`src/rtl/mem_arb_pkg.sv`:
```
// Shared types and helpers for the instruction/data memory port arbiter
// and other bus masters that reuse its timeout counter.
package mem_arb_pkg;

  typedef enum logic [1:0] {
    IDLE = 2'd0,
    DATA = 2'd1,
    INST = 2'd2,
    DONE = 2'd3
  } arbState_t;

  localparam logic [31:0] ERR_DATA_DEFAULT = 32'hDEAD_BEEF;

  // Bits needed to hold 0..limit without wrapping.
  function automatic int cntWidth(input int limit);
    return (limit < 2) ? 1 : $clog2(limit + 1);
  endfunction

endpackage

```
`src/rtl/bus_timeout_cnt.sv`:
```
// Saturating wait-cycle counter for a bus master; tc flags the cycle in
// which another un-acked cycle would bring the count up to LIMIT.
module bus_timeout_cnt
  import mem_arb_pkg::*;
#(
  parameter int LIMIT = 255,
  parameter int CNT_W = cntWidth(LIMIT)
) (
  input  logic clk,
  input  logic rst,
  input  logic clear,
  input  logic en,
  output logic tc
);

  localparam logic [CNT_W-1:0] CNT_MAX  = CNT_W'(LIMIT);
  localparam logic [CNT_W-1:0] CNT_LAST = CNT_W'(LIMIT - 1);

  logic [CNT_W-1:0] count;

  // Terminal when this enabled cycle is the LIMIT-th one without an ack.
  assign tc = en && (count >= CNT_LAST);

  always_ff @(posedge clk or negedge rst) begin
    if (!rst) begin
      count <= '0;
    end else if (clear) begin
      count <= '0;
    end else if (en && (count != CNT_MAX)) begin
      count <= count + CNT_W'(1);
    end
  end

endmodule

```
`src/rtl/mem_port_arbiter.sv`:
```
// Serialises the core's data and instruction accesses onto one req/ack bus,
// stalling the core until every access requested this core cycle is done.
module mem_port_arbiter
  import mem_arb_pkg::*;
#(
  parameter int                DATA_W   = 32,
  parameter int                TIMEOUT  = 255,
  parameter logic [DATA_W-1:0] ERR_DATA = DATA_W'(ERR_DATA_DEFAULT)
) (
  input  logic              clk,
  input  logic              rst,
  input  logic              inst_ren,
  input  logic [DATA_W-1:0] inst_addr,
  output logic [DATA_W-1:0] inst_data,
  input  logic              mem_ren,
  input  logic              mem_wen,
  input  logic [DATA_W-1:0] mem_addr,
  input  logic [DATA_W-1:0] mem_dout,
  output logic [DATA_W-1:0] mem_din,
  output logic              stall,
  output logic              bus_req,
  output logic              bus_we,
  output logic [DATA_W-1:0] bus_addr,
  output logic [DATA_W-1:0] bus_wdata,
  input  logic [DATA_W-1:0] bus_rdata,
  input  logic              bus_ack,
  output logic              bus_err
);

  arbState_t state, nextState;

  logic inAccess;
  logic ackSeen;
  logic timedOut;
  logic accessEnd;
  logic loadData;
  logic loadInst;
  logic anyReq;

  assign anyReq    = inst_ren || mem_ren || mem_wen;
  assign stall     = (state != DONE) && anyReq;

  // Acks outside DATA/INST (bus_req low) are ignored.
  assign inAccess  = (state == DATA) || (state == INST);
  assign ackSeen   = inAccess && bus_ack;
  assign accessEnd = ackSeen || timedOut;

  bus_timeout_cnt #(
    .LIMIT (TIMEOUT)
  ) uTimeout (
    .clk   (clk),
    .rst   (rst),
    .clear (loadData || loadInst),
    .en    (inAccess && !bus_ack),
    .tc    (timedOut)
  );

  always_ff @(posedge clk or negedge rst) begin
    if (!rst) begin
      state <= IDLE;
    end else begin
      state <= nextState;
    end
  end

  // Data first so the older pipeline instruction is served before the fetch.
  always_comb begin
    nextState = state;
    loadData  = 1'b0;
    loadInst  = 1'b0;
    case (state)
      IDLE: begin
        if (mem_wen || mem_ren) begin
          nextState = DATA;
          loadData  = 1'b1;
        end else if (inst_ren) begin
          nextState = INST;
          loadInst  = 1'b1;
        end
      end
      DATA: begin
        if (accessEnd) begin
          if (inst_ren) begin
            nextState = INST;
            loadInst  = 1'b1;
          end else begin
            nextState = DONE;
          end
        end
      end
      INST: begin
        if (accessEnd) begin
          nextState = DONE;
        end
      end
      DONE: begin
        nextState = IDLE;
      end
      default: begin
        nextState = IDLE;
      end
    endcase
  end

  // A following fetch reloads the bus registers on the same edge the data
  // access completes, so bus_req stays high across the back-to-back pair.
  always_ff @(posedge clk or negedge rst) begin
    if (!rst) begin
      bus_req   <= 1'b0;
      bus_we    <= 1'b0;
      bus_addr  <= '0;
      bus_wdata <= '0;
      bus_err   <= 1'b0;
      mem_din   <= '0;
      inst_data <= '0;
    end else begin
      if (loadData) begin
        bus_req  <= 1'b1;
        bus_we   <= mem_wen;
        bus_addr <= mem_addr;
        if (mem_wen) begin
          bus_wdata <= mem_dout;
        end
      end else if (loadInst) begin
        bus_req  <= 1'b1;
        bus_we   <= 1'b0;
        bus_addr <= inst_addr;
      end else if (accessEnd) begin
        bus_req <= 1'b0;
      end

      if (timedOut) begin
        bus_err <= 1'b1;
      end

      // A timed-out write is simply dropped; a timed-out read returns ERR_DATA.
      if ((state == DATA) && accessEnd && !bus_we) begin
        mem_din <= ackSeen ? bus_rdata : ERR_DATA;
      end

      if ((state == INST) && accessEnd) begin
        inst_data <= ackSeen ? bus_rdata : ERR_DATA;
      end
    end
  end

endmodule

```
`config.mk`:
```
export PLATFORM = sky130hd
export DESIGN_NAME = mem_port_arbiter
export DESIGN_NICKNAME = d
export VERILOG_FILES = /design/src/rtl/mem_arb_pkg.sv /design/src/rtl/bus_timeout_cnt.sv /design/src/rtl/mem_port_arbiter.sv
export SDC_FILE = /design/constraint.sdc
export NUM_CORES = 1
export LEC_CHECK = 0
export BUFFER_PORTS_ARGS = -buffer_cell sky130_fd_sc_hd__buf_4
export CAP_MARGIN = 10
export CORE_MARGIN = 2
export CORE_UTILIZATION = 51
export CTS_CLUSTER_DIAMETER = 50
export DETAILED_ROUTE_END_ITERATION = 8
export GPL_ROUTABILITY_DRIVEN = 0
export HOLD_SLACK_MARGIN = 0.15
export PLACE_DENSITY = 0.85
export SETUP_SLACK_MARGIN = 0.05
export SLEW_MARGIN = 20
export SYNTH_ARGS = -nofsm -noshare
export SYNTH_HDL_FRONTEND = slang
export SYNTH_SLANG_ARGS = --single-unit
```
`constraint.sdc`:
```
create_clock -name clk -period 3.81 [get_ports clk]
set_clock_uncertainty 0.05 [all_clocks]
set_input_delay 0.1905 -clock clk [delete_from_list [all_inputs] [get_ports clk]]
set_output_delay 0.1905 -clock clk [all_outputs]
set_load 0.01 [all_outputs]
```
==> implementation parameters <==
Parameter                              Value

Yosys
  Mapped Cells    457
  Synth unique cells    46
  Syn. warnings    0
  Sequential share of the synthesized area    0.574
  Seq cells post-synth    141
  Number of flops mapped to enable cells by yosys    0
  Post-Synthesis Mean Instance Area    13.4 sq um
  Mapped Nets    597
  Top flip-flop cell by instance count after synthesis    dfrtp_1
  Post-synthesis instance area    0.00614 sq mm
  Share of synthesized registers carrying an async set or reset    1.00

GRT
  GRT Residual Overflow    0
  Vias in the first global route    6,121
  Global-route wire length before repair    32,100 um
  Pin count of the biggest net entering global routing    80
  Number of antenna violations at the first check in global routing    0
  Global Route Usage Sum    0.327

STA
  Final period demand of the worst path    3.24 ns
  Total Neg Setup Slack    0 ns
  Final Setup Violations    0
  Final-report hold violation count    0
  Transition time at the pin with the least slew margin    1.10 ns
  Max Clock Freq    0.309 GHz
  Relative slew slack    0.266
  Max-slew violation count    0
  RSZ-0062 raised after global routing    false
  Final clock period utilization by the worst path    0.849

Clocking
  Clock tree from TritonCTS    done
  Maximum buffer depth of the clock tree    2
  Clock Latency Late Sink    0.42 ns
  Root buffer cell    clkbuf_16
  Clock sink total    141
  Post-CTS setup repair buffer count    0
  Count of cells resized by post-cts repair    0
  Clk pin slew, worst setup/hold paths    0.06 ns
  Num CTS Buffers    17
  Post-CTS Hold Buffers    130
  Level count of the clock H-tree    4

Worst setup path
  Arrival time of data at the critical path endpoint    3.48 ns
  Data required time of the worst path    4.06 ns
  Type of the setup path with the least slack    reg -> reg
  Crit Path Max Fanout    33
  Crit path launch type    flop
  Setup crit end kind    flop

Power and ir drop
  Peak VDD IR    0.000498 V
  Power per Cell Area    791 mW/mm^2
  Leakage Power    5.09 nW

Run
  Number of maximum-capacitance constraint violations    0

Layout
  Most common cell after layout, fill and taps aside    buf_4
  Fillers    536
  Area growth from synthesis to final layout    65.2%
  Most frequent cells in the layout    buf_4 (273), dfrtp_1 (141), dlygate4sd3_1 (130), mux2_2 (98), nor2_1 (36)
  Utilization of the core after routing    0.855
  Share of final-layout standard cells stronger than drive strength 1    0.480
  Nets@finish    996

Route
  Number of DRC markers in iteration 0    274
  Total wirelength of the detailed-routed design    21,000 um
  Detail-routed net length per standard cell    20.6 um
  Post-route ant nets    0
  First-pass detailed-route iteration total    4
  Detailed-route via count    5,465
  DRC violation count after routing    0
  Vias per Instance    5.37

Floorplanning
  Area of the core    0.0119 sq mm
  Starting density of the core    0.518
  Die Area    0.0129 sq mm
  Die extent in x    114 um
  Number of standard-cell rows in the floorplan    40
  Number of I/O pins    266
  DIE HEIGHT    114 um

Worst hold path
  Hold WC Path Type    in -> reg

Placed design
  Placed wire-length estimate after detailed placement    11,700 um
  IO Port Bufs    265

Run status
  Result of the run    completed
-- registers in the layout (all words and copies together) (netlist names) --
signal / count
uTimeout.count: 8
bus_addr: 32
inst_data: 32
mem_din: 32
bus_err: 1
bus_we: 1
bus_wdata: 32
state: 2
bus_req: 1
-- layer usage --
layer,vias up,share of wire,global-route usage
met1,2736,0.36,0.351
met3,58,0.058,0.0808
met5,-,0,0
li1,2426,-,-
met2,245,0.55,0.612
met4,0,0.033,0.135
-- final cells by class --
class	count	area, sq um	share of cell area
Antenna cell	1	2.50	0.000247
Clock buffer	26	529	0.0522
Clock inverter	6	55.1	0.00543
Inverter	32	120	0.0118
Multi-Input combinational cell	260	2370	0.233
Sequential cell	141	3530	0.348
Tap cell	147	184	0.0181
Timing Repair Buffer	404	3360	0.331
-- kinds of logic (layout without fill, tap and decap cells) --
group / after synthesis / after routing / synth area share
buffers and inverters: 56 / 468 / 0.0411
XOR/XNOR: 6 / 6 / 0.00855
adder cells (fa/ha/maj): 6 / 6 / 0.0122
AO/OA/AOI/OAI: 52 / 52 / 0.0747
other: 0 / 1 / 0
AND/OR/NAND/NOR: 68 / 68 / 0.0556
multiplexers: 128 / 128 / 0.233
flip-flops: 141 / 141 / 0.574
-- synthesized netlist by cell type (2+ instances only) --
cell type    n  area share
nor2_1      36       0.022
ha_1         6       0.012
o21ai_0      3      0.0024
buf_6        4      0.0073
buf_1        3      0.0018
inv_1       32       0.020
buf_4        2      0.0024
mux2i_1     24       0.039
nand3_2      3      0.0049
a22o_1       8       0.011
nand2_1      4      0.0024
mux2_4       6       0.015
a211oi_1     2      0.0024
nand4_1      2      0.0020
mux2_2      98        0.18
clkbuf_1    11      0.0067
xor2_1       2      0.0029
dfrtp_1    141        0.57
o22a_1      24       0.034
a21oi_1      3      0.0024
and3_1      10       0.010
xnor2_1      4      0.0057
buf_2        4      0.0033
nand3_1      3      0.0024
-- power by group --
part / total [mW] / switching [mW] / internal [mW]
registers: 2.68 / 0.482 / 2.20
clock network: 1.64 / 0.621 / 1.01
logic: 3.71 / 1.69 / 2.01
total: 8.02 / 2.80 / 5.23
-- final timing paths --
path                                                start  slack (ns)                   endpoint  cells past startpoint
worst max-delay path                 state[0]$_DFFE_PN0P_        0.57   bus_addr[22]$_DFFE_PN0P_                      7
worst min-delay path                              bus_ack        0.19    mem_din[22]$_DFFE_PN0P_                      3
worst max register to register       state[0]$_DFFE_PN0P_        0.57   bus_addr[22]$_DFFE_PN0P_                      7
worst min register to register  inst_data[25]$_DFFE_PN0P_        0.45  inst_data[25]$_DFFE_PN0P_                      1
max in group asynchronous                             rst        2.39  bus_wdata[10]$_DFFE_PN0P_                      3
min in group asynchronous                             rst        0.32  inst_data[27]$_DFFE_PN0P_                      2
-- through the flow --
stage          hold slack (ns)  cells  area (sq um)  power [mW]  setup slack (ns)
3_3_place_gp             0.214    854          8260        5.82             0.847
4_1_cts                  0.183   1016         10100        7.82             0.631
5_1_grt                  0.196   1016         10100        8.37             0.397
3_5_place_dp             0.221    854          8260        5.98             0.650
2_1_floorplan           -0.155    457          6140        4.41              1.46
6_report                 0.190   1017         10100        8.02             0.575
-- worst max-delay path, cell delays in order (launching register included) --
cell       delay [ns]
dfrtp_1          0.38
inv_1            0.10
ha_1             0.53
nand2b_1         0.22
o41ai_4          0.67
a2bb2oi_4        0.29
buf_4            0.45
mux2_2           0.41
(Power assumes the default switching activity.)
